File: config.mk
export PLATFORM = sky130hd
export DESIGN_NAME = pulse_window_counter
export DESIGN_NICKNAME = d
export VERILOG_FILES = /design/src/rtl/pulse_window_counter.sv
export SDC_FILE = /design/constraint.sdc
export NUM_CORES = 1
export LEC_CHECK = 0
export BUFFER_PORTS_ARGS = -buffer_cell sky130_fd_sc_hd__buf_2
export CAP_MARGIN = 40
export CORE_MARGIN = 2
export CORE_UTILIZATION = 25
export CTS_BUF_LIST = sky130_fd_sc_hd__clkbuf_4 sky130_fd_sc_hd__clkbuf_8
export CTS_CLUSTER_DIAMETER = 60
export CTS_CLUSTER_SIZE = 10
export DETAILED_ROUTE_END_ITERATION = 7
export PLACE_DENSITY = 0.46
export SETUP_SLACK_MARGIN = 0.2
export SYNTH_ARGS = -nofsm -noshare
export SYNTH_HDL_FRONTEND = slang
export SYNTH_SLANG_ARGS = --single-unit
File: constraint.sdc
create_clock -name clk_fast -period 1.5 [get_ports clk_fast]
set_clock_uncertainty 0.1 [all_clocks]
set_input_delay 0.3 -clock clk_fast [delete_from_list [all_inputs] [get_ports clk_fast]]
set_output_delay 0.3 -clock clk_fast [all_outputs]
set_load 0.01 [all_outputs]
File: src/rtl/pulse_window_counter.sv
// rtl/pulse_window_counter.sv - counts pulses over fixed WIN_LEN-cycle windows, reports via valid/ready.
// Optional back-to-back pulse detection is enabled with `define PWC_GAP_CHECK_EN.
module pulse_window_counter #(
    parameter int CNT_W   = 8,
    parameter int WIN_LEN = 256
) (
    input  logic             clk_fast,
    input  logic             rst,
    input  logic             pulse_in,
    input  logic             en,
    output logic [CNT_W-1:0] cnt_out,
    output logic             cnt_valid,
    input  logic             cnt_ready,
    output logic             sat,
    output logic             lost,
    output logic             gap_err
);

    localparam int               WIN_W    = (WIN_LEN > 1) ? $clog2(WIN_LEN) : 1;
    localparam logic [WIN_W-1:0] WIN_LAST = WIN_W'(WIN_LEN - 1);
    localparam logic [CNT_W-1:0] CNT_MAX  = '1;

    typedef enum logic [1:0] {
        ST_IDLE,
        ST_COUNT,
        ST_HOLD
    } state_t;

    state_t           r_state;
    logic [WIN_W-1:0] r_win_cnt;
    logic [CNT_W-1:0] r_evt_cnt;
    logic             r_sat_int;
    logic [CNT_W-1:0] r_cnt_out;
    logic             r_cnt_valid;
    logic             r_sat;
    logic             r_lost;

    logic             w_at_max;
    logic             w_last;
    logic             w_handshake;
    logic [CNT_W-1:0] w_evt_next;
    logic             w_sat_next;

    assign w_at_max    = (r_evt_cnt == CNT_MAX);
    assign w_last      = (r_win_cnt == WIN_LAST);
    assign w_handshake = (r_state == ST_HOLD) && r_cnt_valid && cnt_ready;
    // Next count and saturation include this cycle's pulse so the last window cycle is reported.
    assign w_evt_next  = (pulse_in && !w_at_max) ? r_evt_cnt + CNT_W'(1) : r_evt_cnt;
    assign w_sat_next  = r_sat_int | (pulse_in & w_at_max);

    always_ff @(posedge clk_fast) begin
        if (rst) begin
            r_state     <= ST_IDLE;
            r_win_cnt   <= '0;
            r_evt_cnt   <= '0;
            r_sat_int   <= 1'b0;
            r_cnt_out   <= '0;
            r_cnt_valid <= 1'b0;
            r_sat       <= 1'b0;
            r_lost      <= 1'b0;
        end else begin
            case (r_state)
                ST_IDLE: begin
                    if (en) begin
                        r_state   <= ST_COUNT;
                        r_win_cnt <= '0;
                        r_evt_cnt <= '0;
                        r_sat_int <= 1'b0;
                    end
                end
                ST_COUNT: begin
                    if (!en) begin
                        r_state <= ST_IDLE;
                    end else begin
                        r_win_cnt <= r_win_cnt + WIN_W'(1);
                        r_evt_cnt <= w_evt_next;
                        r_sat_int <= w_sat_next;
                        if (w_last) begin
                            r_state     <= ST_HOLD;
                            r_cnt_out   <= w_evt_next;
                            r_sat       <= w_sat_next;
                            r_cnt_valid <= 1'b1;
                        end
                    end
                end
                ST_HOLD: begin
                    if (w_handshake) begin
                        r_cnt_valid <= 1'b0;
                        if (en) begin
                            r_state   <= ST_COUNT;
                            r_win_cnt <= '0;
                            r_evt_cnt <= '0;
                            r_sat_int <= 1'b0;
                        end else begin
                            r_state <= ST_IDLE;
                        end
                    end
                end
                default: r_state <= ST_IDLE;
            endcase

            // A pulse in the handshake cycle wins over the clear.
            if (pulse_in && (r_state != ST_COUNT)) begin
                r_lost <= 1'b1;
            end else if (w_handshake) begin
                r_lost <= 1'b0;
            end
        end
    end

    assign cnt_out   = r_cnt_out;
    assign cnt_valid = r_cnt_valid;
    assign sat       = r_sat;
    assign lost      = r_lost;

`ifdef PWC_GAP_CHECK_EN
    logic r_prev_pulse;
    logic r_gap_err;

    always_ff @(posedge clk_fast) begin
        if (rst) begin
            r_prev_pulse <= 1'b0;
            r_gap_err    <= 1'b0;
        end else begin
            r_prev_pulse <= pulse_in;
            if (pulse_in && r_prev_pulse) begin
                r_gap_err <= 1'b1;
            end
        end
    end

    assign gap_err = r_gap_err;
`else
    assign gap_err = 1'b0;
`endif

endmodule

==> out/metrics.yaml <==
die:
  die_y_um: 82.1
  dieArea_um2: 6740
  initial_core_util_pct: 25.8
  rows: 28
  core_area_um2: 5920
  io_pins: 17
  die_x_um: 82.1
power_and_ir_drop:
  power_leakage_nw: 0.927
  power.total_w: 0.00179
  peakVddDrop_v: 0.000309
  power.density_nw_per_um2: 716
yosys:
  syn-mean-instance-area_um2: 9.13
  netlist-cell-type-count: 48
  syn_inst: 167
  async_flop_share_pct: 0
  ys_seq_area_share_pct: 39.4
  netlist_area_um2: 1530
  synth_edf_count: 0
  ys_seq_elements: 30
  synth_top_flop_cell: "dfxtp_1"
  yosys_warnings: 0
  synth_fp_nets: 174
finish:
  final_cell_mix: "buf_4, dfxtp_1, buf_2, nand2_1, buf_6"
  multi_input_area_um2: 1180
  fill_cells: 567
  final_core_util_pct: 42.2
  n_antenna_cell: 0
  synthToLayoutAreaGrowth_pct: 63.7
  regArea_um2: 628
  drive_above_1_share_pct: 58.7
  final_common_cell: "buf_4"
  final_net_count: 229
worst_setup_path:
  crit_type: "reg -> reg"
  cp_num_buf_inv: 2
  worst_path_largest_cell_delay_ns: 0.37
  cp_top_family: "simple AND/OR/NAND/NOR gates"
  cp_max_fo: 6
  crit_slowest_cell: "dfxtp_4"
  worst_setup_path_start_kind: "flop"
  crit_arrival_ns: 1.53
  cp_cell_sequence: "ha_4, nand3_4, nor3_4, buf_6, buf_16, nand2b_4, a21oi_2"
  worstPathRequired_ns: 1.57
  cp-end-kind: "flop"
clocking:
  cts_htree_levels: 2
  path_clk_slew_ns: 0.08
  cts_tree: "done"
  cts.path.max_buffers: 2
  clk_latency_ns: 0.29
  cts-root-buf: "clkbuf_8"
  cts.sinks: 30
  ctsHoldBuffers: 0
  numCtsBuffers: 5
place:
  dpl.hpwl_mm: 2.64
  place_ws_ns: 0.00887
  gp_congestion: 0.743
  port_buffers: 15
route:
  wl_per_cell_um: 13.3
  routed_wl_mm: 3.97
  vias_per_cell: 4.71
  drt_iter0_markers: 85
  ant_nets: 0
  first_pass_iters: 5
  route.detailed.drc: 0
  vias: 1405
timing:
  setup_viol: 0
  max_freq_ghz: 0.685
  period_share_pct: 97.4
  worst_slack_ns: 0.0393
  finalHoldViolCount: 0
  fin_hold_ws_ns: 0.256
  fin_tns_setup_ns: 0
  period_needed_ns: 1.46
  slew_violations: 0
  rsz0062_at_grt: "yes"
global_route:
  overflow: 0
  antenna_found_initial: 0
  grt_pass1_vias: 1330
  grt_pass1_wl_mm: 6.51
  track_usage_pct: 12.7
  grt_max_degree: 13
job:
  maxCapViolCount: 0
min_path:
  hold_class: "in -> reg"
outcome:
  status: "finished, final reports clean"
-- worst paths after layout --
| path | startpoint | endpoint | slack [ns] | depth (start not counted) |
|---|---|---|---|---|
| max | r_win_cnt[0] | cnt_out[4] | 0.04 | 7 |
| min | cnt_ready | cnt_valid | 0.26 | 4 |
| max reg2reg | r_win_cnt[0] | cnt_out[4] | 0.04 | 7 |
| min reg2reg | cnt_out[2] | cnt_out[2] | 0.38 | 2 |
-- per-layer routing --
metal	share of wire [%]	wire (µm)	vias to the layer above	track usage [%]
met1	49	1930	659	16.7
li1	-	-	716	-
met2	47	1850	24	20.0
met5	0	0	-	0
met4	1.5	59	0	4.83
met3	3.1	123	6	3.37
-- final cells by class --
type	count	area share (%)
multi-input combinational	125	47.3
sequential	30	25.2
timing repair buffer	55	18.6
tap	75	3.76
clock buffer	5	2.76
clock inverter	3	1.60
inverter	5	0.752
-- synth_stat cells (all sizes together), types with 2 or more instances --
cell type | instances | share of area (%)
nand3b | 2 | 2.1
nand2b | 10 | 4.1
a211oi | 5 | 2.8
o2bb2ai | 3 | 1.7
nor3 | 3 | 1.7
o22ai | 4 | 1.6
inv | 5 | 1.2
and4 | 2 | 1.1
nand4 | 3 | 2.1
dfxtp | 30 | 39
mux2i | 3 | 2.0
ha | 2 | 1.6
nand2 | 11 | 2.7
a21oi | 12 | 4.2
nor2 | 18 | 5.3
a31oi | 4 | 1.6
a2111oi | 4 | 3.9
nand3 | 9 | 3.0
o21ai | 6 | 2.7
a21o | 2 | 1.1
xnor2 | 8 | 4.6
clkbuf | 2 | 0.49
buf | 5 | 2.1
-- worst min-delay path, delay by kind of cell --
family                 cells  cell delay (ns)
AND/OR/NAND/NOR            2             0.14
AO/OA/AOI/OAI              1             0.05
buffers and inverters      1             0.13
-- metrics by stage --
| stage | instance area, µm² | instances |
|---|---|---|
| after global placement | 1950 | 272 |
| after CTS | 2320 | 291 |
| after floorplan | 1650 | 167 |
| after global routing | 2500 | 298 |
| final | 2500 | 298 |
| after detailed placement | 1950 | 272 |
-- power by group --
part	leakage (nW)	internal (W)	switching, W	total [W]
clock network	0.0579	0.000489	0.000334	0.000823
logic	0.619	0.0000759	0.0000800	0.000156
registers	0.250	0.000800	0.00000894	0.000808
-- repair_timing --
action / CTS / global route
pin swaps: 14 / 24
cloned: 1 / 0
setup buffers: 10 / 7
hold endpoints to repair: 0 / 0
gates resized for setup: 38 / 27
setup endpoints to repair: 29 / 29
-- cell families after synthesis --
group | synth area share [%]
and+or+nand+nor | 24.7
adders and majority gates | 1.64
other | 0.246
AOI/OAI and AO/OA | 23.1
xor gates and xnor gates | 5.17
DFF | 39.4
muxes | 1.97
buffers and inverters | 3.86
-- sequential cells by signal, summed over array words and instances (netlist names) --
name and count:
cnt_out 8, r_evt_cnt 8, r_win_cnt 8, r_state 2, cnt_valid 1, lost 1
r_sat_int 1, sat 1
(Power assumes the default switching activity.)
